**config.mk**
```make
export PLATFORM = sky130hd
export DESIGN_NAME = ux607_pwm8_fader
export DESIGN_NICKNAME = d
export VERILOG_FILES = /design/src/rtl/ux607_pwm8_fader_pkg.sv /design/src/rtl/ux607_pwm8_fader_step.sv /design/src/rtl/ux607_pwm8_fader.sv
export SDC_FILE = /design/constraint.sdc
export NUM_CORES = 1
export LEC_CHECK = 0
export ABC_CLOCK_PERIOD_IN_PS = 7500
export BUFFER_PORTS_ARGS = -buffer_cell sky130_fd_sc_hd__buf_2
export CORE_UTILIZATION = 45
export CTS_CLUSTER_DIAMETER = 80
export DETAILED_ROUTE_END_ITERATION = 8
export MAX_ROUTING_LAYER = met4
export PLACE_DENSITY = 0.81
export SLEW_MARGIN = 30
export SYNTH_ARGS = -nofsm -noshare
export SYNTH_HDL_FRONTEND = slang
export SYNTH_SLANG_ARGS = --single-unit
export TNS_END_PERCENT = 50
```
**constraint.sdc**
```tcl
create_clock -name clock -period 7.5 [get_ports clock]
set_input_delay 1.125 -clock clock [delete_from_list [all_inputs] [get_ports clock]]
set_output_delay 1.125 -clock clock [all_outputs]
set_load 0.005 [all_outputs]
```
**src/rtl/ux607_pwm8_fader_pkg.sv**
```systemverilog
// Shared types and sizing for the PWM duty-cycle fader.
// Channel count and compare width follow the 8-bit, 4-channel PWM core.
package ux607_pwm8_fader_pkg;

  localparam int PWM_NCH   = 4;
  localparam int PWM_CMP_W = 8;
  localparam int CH_W      = $clog2(PWM_NCH);

  typedef enum logic [1:0] {
    IDLE,
    WAIT,
    UPD,
    CHK
  } fade_state_e;

  typedef logic [PWM_CMP_W-1:0] cmp_t;

endpackage

```
**src/rtl/ux607_pwm8_fader_step.sv**
```systemverilog
// Saturating one-step move of a compare value toward its target.
// Arithmetic is done in 9 bits so the result never wraps past 0 or 255.
module ux607_pwm8_fader_step
  import ux607_pwm8_fader_pkg::*;
(
  input  cmp_t cur,
  input  cmp_t tgt,
  input  cmp_t s,
  output cmp_t nxt
);

  logic [PWM_CMP_W:0] sum;
  logic [PWM_CMP_W:0] dif;

  always_comb begin
    sum = {1'b0, cur} + {1'b0, s};
    dif = {1'b0, cur} - {1'b0, s};
    nxt = cur;
    if (cur < tgt) begin
      nxt = (sum > {1'b0, tgt}) ? tgt : sum[PWM_CMP_W-1:0];
    end else if (cur > tgt) begin
      // dif[MSB] set means cur - s went below zero
      nxt = (dif[PWM_CMP_W] || (dif[PWM_CMP_W-1:0] < tgt)) ? tgt : dif[PWM_CMP_W-1:0];
    end
  end

endmodule

```
**src/rtl/ux607_pwm8_fader.sv**
```systemverilog
// Duty-cycle fader: steps the four PWM compare values toward latched targets
// once every (div+1) PWM periods; host compare writes always pass through and win.
//
// state | meaning
// IDLE  | not fading, waiting for start
// WAIT  | counting PWM period ticks until the next update
// UPD   | writing one channel per cycle, ch 0..3
// CHK   | compare core read-back against targets; finish or wait again
module ux607_pwm8_fader
  import ux607_pwm8_fader_pkg::*;
#(
  parameter int DIV_W = 8
) (
  input  logic             clock,
  input  logic             reset,
  input  logic             start,
  input  logic             abort,
  input  logic [7:0]       tgt_0,
  input  logic [7:0]       tgt_1,
  input  logic [7:0]       tgt_2,
  input  logic [7:0]       tgt_3,
  input  logic [7:0]       step,
  input  logic [DIV_W-1:0] div,
  input  logic             host_cmp_0_write_valid,
  input  logic [7:0]       host_cmp_0_write_bits,
  input  logic             host_cmp_1_write_valid,
  input  logic [7:0]       host_cmp_1_write_bits,
  input  logic             host_cmp_2_write_valid,
  input  logic [7:0]       host_cmp_2_write_bits,
  input  logic             host_cmp_3_write_valid,
  input  logic [7:0]       host_cmp_3_write_bits,
  input  logic [7:0]       cmp_0_read,
  input  logic [7:0]       cmp_1_read,
  input  logic [7:0]       cmp_2_read,
  input  logic [7:0]       cmp_3_read,
  input  logic             ip_0,
  output logic             cmp_0_write_valid,
  output logic [7:0]       cmp_0_write_bits,
  output logic             cmp_1_write_valid,
  output logic [7:0]       cmp_1_write_bits,
  output logic             cmp_2_write_valid,
  output logic [7:0]       cmp_2_write_bits,
  output logic             cmp_3_write_valid,
  output logic [7:0]       cmp_3_write_bits,
  output logic             busy,
  output logic             done_irq,
  output logic             conflict
);

  fade_state_e state, state_d;

  logic [PWM_NCH-1:0][PWM_CMP_W-1:0] tgt_in, tgt_q, cmp_rd, host_bits, wr_bits;
  logic [PWM_NCH-1:0]                host_valid, fad_valid, wr_valid;
  cmp_t                              step_q;
  logic [DIV_W-1:0]                  div_q, pcnt;
  logic [CH_W-1:0]                   ch;
  logic                              ip0_q, tick, all_match;
  cmp_t                              cur_sel, tgt_sel, step_nxt;

  assign tgt_in     = {tgt_3, tgt_2, tgt_1, tgt_0};
  assign cmp_rd     = {cmp_3_read, cmp_2_read, cmp_1_read, cmp_0_read};
  assign host_bits  = {host_cmp_3_write_bits, host_cmp_2_write_bits,
                       host_cmp_1_write_bits, host_cmp_0_write_bits};
  assign host_valid = {host_cmp_3_write_valid, host_cmp_2_write_valid,
                       host_cmp_1_write_valid, host_cmp_0_write_valid};

  // ip_0 rises once per PWM period on channel 0
  assign tick      = ip_0 & ~ip0_q;
  assign all_match = (cmp_rd == tgt_q);
  assign cur_sel   = cmp_rd[ch];
  assign tgt_sel   = tgt_q[ch];

  ux607_pwm8_fader_step u_step (
    .cur (cur_sel),
    .tgt (tgt_sel),
    .s   (step_q),
    .nxt (step_nxt)
  );

  always_ff @(posedge clock or posedge reset) begin
    if (reset) state <= IDLE;
    else       state <= state_d;
  end

  always_comb begin
    state_d = state;
    case (state)
      IDLE:    if (start) state_d = WAIT;
      WAIT:    if (tick && (pcnt == div_q)) state_d = UPD;
      UPD:     if (ch == CH_W'(PWM_NCH - 1)) state_d = CHK;
      CHK:     state_d = all_match ? IDLE : WAIT;
      default: state_d = IDLE;
    endcase
    if (abort) state_d = IDLE;
  end

  always_comb begin
    fad_valid = '0;
    wr_valid  = '0;
    wr_bits   = '0;
    for (int n = 0; n < PWM_NCH; n++) begin
      fad_valid[n] = (state == UPD) && (ch == CH_W'(n)) && !abort;
      wr_valid[n]  = host_valid[n] | fad_valid[n];
      wr_bits[n]   = host_valid[n] ? host_bits[n] : step_nxt;
    end
  end

  always_ff @(posedge clock or posedge reset) begin
    if (reset) begin
      ip0_q    <= 1'b0;
      tgt_q    <= '0;
      step_q   <= '0;
      div_q    <= '0;
      pcnt     <= '0;
      ch       <= '0;
      busy     <= 1'b0;
      done_irq <= 1'b0;
      conflict <= 1'b0;
    end else begin
      ip0_q    <= ip_0;
      done_irq <= 1'b0;
      if (|(host_valid & fad_valid)) conflict <= 1'b1;
      if (abort) begin
        busy <= 1'b0;
      end else begin
        case (state)
          IDLE: if (start) begin
            tgt_q    <= tgt_in;
            step_q   <= (step == '0) ? cmp_t'(1) : step;
            div_q    <= div;
            pcnt     <= '0;
            conflict <= 1'b0;
            busy     <= 1'b1;
          end
          WAIT: if (tick) begin
            if (pcnt == div_q) begin
              pcnt <= '0;
              ch   <= '0;
            end else begin
              pcnt <= pcnt + 1'b1;
            end
          end
          UPD: ch <= ch + 1'b1;
          CHK: if (all_match) begin
            done_irq <= 1'b1;
            busy     <= 1'b0;
          end
          default: ;
        endcase
      end
    end
  end

  assign cmp_0_write_valid = wr_valid[0];
  assign cmp_1_write_valid = wr_valid[1];
  assign cmp_2_write_valid = wr_valid[2];
  assign cmp_3_write_valid = wr_valid[3];
  assign cmp_0_write_bits  = wr_bits[0];
  assign cmp_1_write_bits  = wr_bits[1];
  assign cmp_2_write_bits  = wr_bits[2];
  assign cmp_3_write_bits  = wr_bits[3];

endmodule

```
==> flow_summary.ini <==
[floorplanning]
die_y_um = 115
ioPinCount = 160
dieArea_um2 = 13100
die_w_um = 115
fp-row-count = 40
start_util = 0.469
core-area_um2 = 12200

[yosys]
seq_area_frac_synth = 0.281
synthesis.area_um2 = 5700
synth.area.mux_share = 0.208
synth_largest_area_cell = dfrtp_1
ys_ff_latch = 64
synth_compound_area_frac = 0.155
synth_edf_count = 0
synth_top_area_frac = 0.281
syn_nets = 752
synth_cell_types = 57
synthXorXnorAreaFrac = 0.0814
ys_async_sr_fraction = 1.00
postSynthAreaPerCell_um2 = 9.87
synthFlopType = dfrtp_1
synth_fa_ha_area_frac = 0.119
yosysWarnings = 0
synth_top_family_by_area = multiplexers
synthSimpleGateAreaFrac = 0.118
postSynthCellCount = 578
ys_top_cells_by_area = dfrtp_1, ha_1, mux2_2, xnor2_1, mux4_2

[cts]
clkSinkCount = 64
cts.clk_slew.worst_paths_ns = 0.06
cts_setup_buffers = 0
cts_resized = 0
cts_hold_buf = 0
clock_path_buffers = 2
clock_latency_ns = 0.33
cts_tree = done
cts-root-buf = clkbuf_16
h-tree-depth = 3
cts_made_buffers = 9

[timing]
fin_skew_ns = 0.00815
finalHoldViolations = 0
worst_pin_slew_ns = 0.796
rsz0062_at_grt = no
fmaxAchievable_mhz = 144
fin_hold_ws_ns = 0.484
setup_viol = 0
tns_ns = 0
min_period_ns = 6.93
setup_ws_ns = 0.568
slew_viol_final = 0
max_slew_margin = 0.469
period_share = 0.924

[place]
port_buffers = 159
place_ws_ns = 0.866
hpwl_um = 13500
place.gp.congestion = 0.963

[detailed_routing]
wl_um = 16800
drt_iter0_drc = 311
viasPerCell = 5.74
vias = 5221
drtAntennaViolNets = 0
detail_route.wl_per_cell_um = 18.5
firstDrtPassIters = 5
drc = 0

[critical_path]
end_kind = output pin
cp_slowest_cell = dfrtp_1
crit_chain = buf_4 > mux4_2 > ha_1 > nand2b_1 > a221oi_1 > o21ai_0 > nand2b_1 > xnor2_1 > ha_1 > and4_1 > nand4_1 > a221oi_1 > nand3_2 > o31ai_1 > a22oi_1 > o21ai_0 > buf_2
cp_max_fo = 12
cp-start-kind = register
crit_type = register to output pin
rrSetupSlack_ns = 5.14
slowest_delay_ns = 0.77
crit_required_ns = 6.38
critPathBufInv = 2
cp.arrival_ns = 5.81
cp_top_family = compound AO/OA/AOI/OAI gates

[flow_run]
drv_cap = 0

[grt]
antenna_found_initial = 1
grt_pass1_wl_um = 26600
grt_usage = 0.274
grt-ovfl-total = 0
first_global_vias = 5108
grt_max_degree = 65

[worst_hold_path]
hp-class = register to register

[final_layout]
nFillCells = 1086
area_delta_synth_final_pct = 22.5
fin_nets = 909
drive_above_1_share = 0.355

[run_status]
outcome = finished clean
==> routing by layer <==
layer / vias up / GRT usage / part of all wire
met2: 248 / 0.444 / 0.46
met3: 21 / 0.0466 / 0.075
met4: 0 / 0.0874 / 0.016
met5: - / - / 0
met1: 2489 / 0.350 / 0.45
li1: 2463 / - / -
==> cell type report <==
| type | instances | area, um^2 | share of cell area |
|---|---|---|---|
| diodes | 1 | 2.50 | 0.000358 |
| clock buffers | 11 | 253 | 0.0362 |
| clock inverters | 5 | 55.1 | 0.00788 |
| inverters | 36 | 135 | 0.0193 |
| multi-input cells | 459 | 3890 | 0.557 |
| flip-flops and latches | 64 | 1600 | 0.229 |
| well taps | 168 | 210 | 0.0301 |
| repair buffers | 165 | 841 | 0.120 |
==> registers in the layout, indices dropped and copies added, names as in the netlist <==
register / cells
step_q: 8
done_irq: 1
ip0_q: 1
state: 2
busy: 1
div_q: 8
ch: 2
pcnt: 8
conflict: 1
tgt_q: 32
==> Yosys cell counts (9+ instances only) <==
cell and instances:
dfrtp_1 64, mux2_2 56, ha_1 51, xnor2_1 40, inv_1 32, nand2_1 32, nor2_1 32, o21ai_0 25
mux2i_1 22, a21oi_1 20, a221oi_1 15, mux4_2 15, nand4_1 13, xor2_1 13, nor3_1 10, a211oi_1 9
nand3_1 9
==> per-stage QoR <==
stage / utilization / cell area, um^2 / cells
final: 0.574 / 6990 / 909
after global routing: 0.574 / 6990 / 909
after CTS: 0.574 / 6980 / 908
after detailed placement: 0.549 / 6670 / 892
after global placement: 0.549 / 6670 / 892
after floorplan: - / 5700 / 578
==> logic make-up after synthesis <==
group | count (synthesis)
and+or+nand+nor | 135
AOI/OAI and AO/OA | 125
muxes | 93
DFF | 64
buffers and inverters | 55
xor gates and xnor gates | 53
adders and majority gates | 53
==> worst reg2reg max path, delay by kind of cell, from the launching register on <==
| family | cells | cell delay, ns |
|---|---|---|
| AO/OA/AOI/OAI | 1 | 0.49 |
| XOR/XNOR | 1 | 0.15 |
| adder cells (fa/ha/maj) | 1 | 0.23 |
| buffers and inverters | 1 | 0.10 |
| flip-flops | 1 | 0.42 |
| AND/OR/NAND/NOR | 4 | 0.84 |
==> final timing paths <==
path | end | depth (start not counted) | startpoint
worst max-delay path | cmp_0_write_bits[7] | 17 | ch[0]$_DFFE_PP0P_
worst min-delay path | conflict$_DFF_PP0_ | 1 | conflict$_DFF_PP0_
worst max register to register | pcnt[7]$_DFFE_PP0P_ | 8 | state[1]$_DFFE_PP0P_
worst min register to register | conflict$_DFF_PP0_ | 1 | conflict$_DFF_PP0_
max in group asynchronous | ch[1]$_DFFE_PP0P_ | 3 | reset
min in group asynchronous | tgt_q[24]$_DFFE_PP0P_ | 3 | reset
==> cells in the final DEF (no fill, tap or decap), types with 13 or more instances in the layout <==
| cell type | netlist | final |
|---|---|---|
| ha_1 | 51 | 51 |
| mux2_2 | 56 | 56 |
| inv_1 | 32 | 31 |
| a221oi_1 | 15 | 15 |
| dfrtp_1 | 64 | 64 |
| buf_2 | 2 | 159 |
| nand4_1 | 13 | 13 |
| nor2_1 | 32 | 32 |
| mux4_2 | 15 | 15 |
| mux2i_1 | 22 | 22 |
| xnor2_1 | 40 | 40 |
| o21ai_0 | 25 | 25 |
| a21oi_1 | 20 | 20 |
| nand2_1 | 32 | 32 |
| xor2_1 | 13 | 13 |
Power is left out: the tool's default activity adds up to more than one toggle a clock period on the data nets, which glitch-free logic cannot reach.
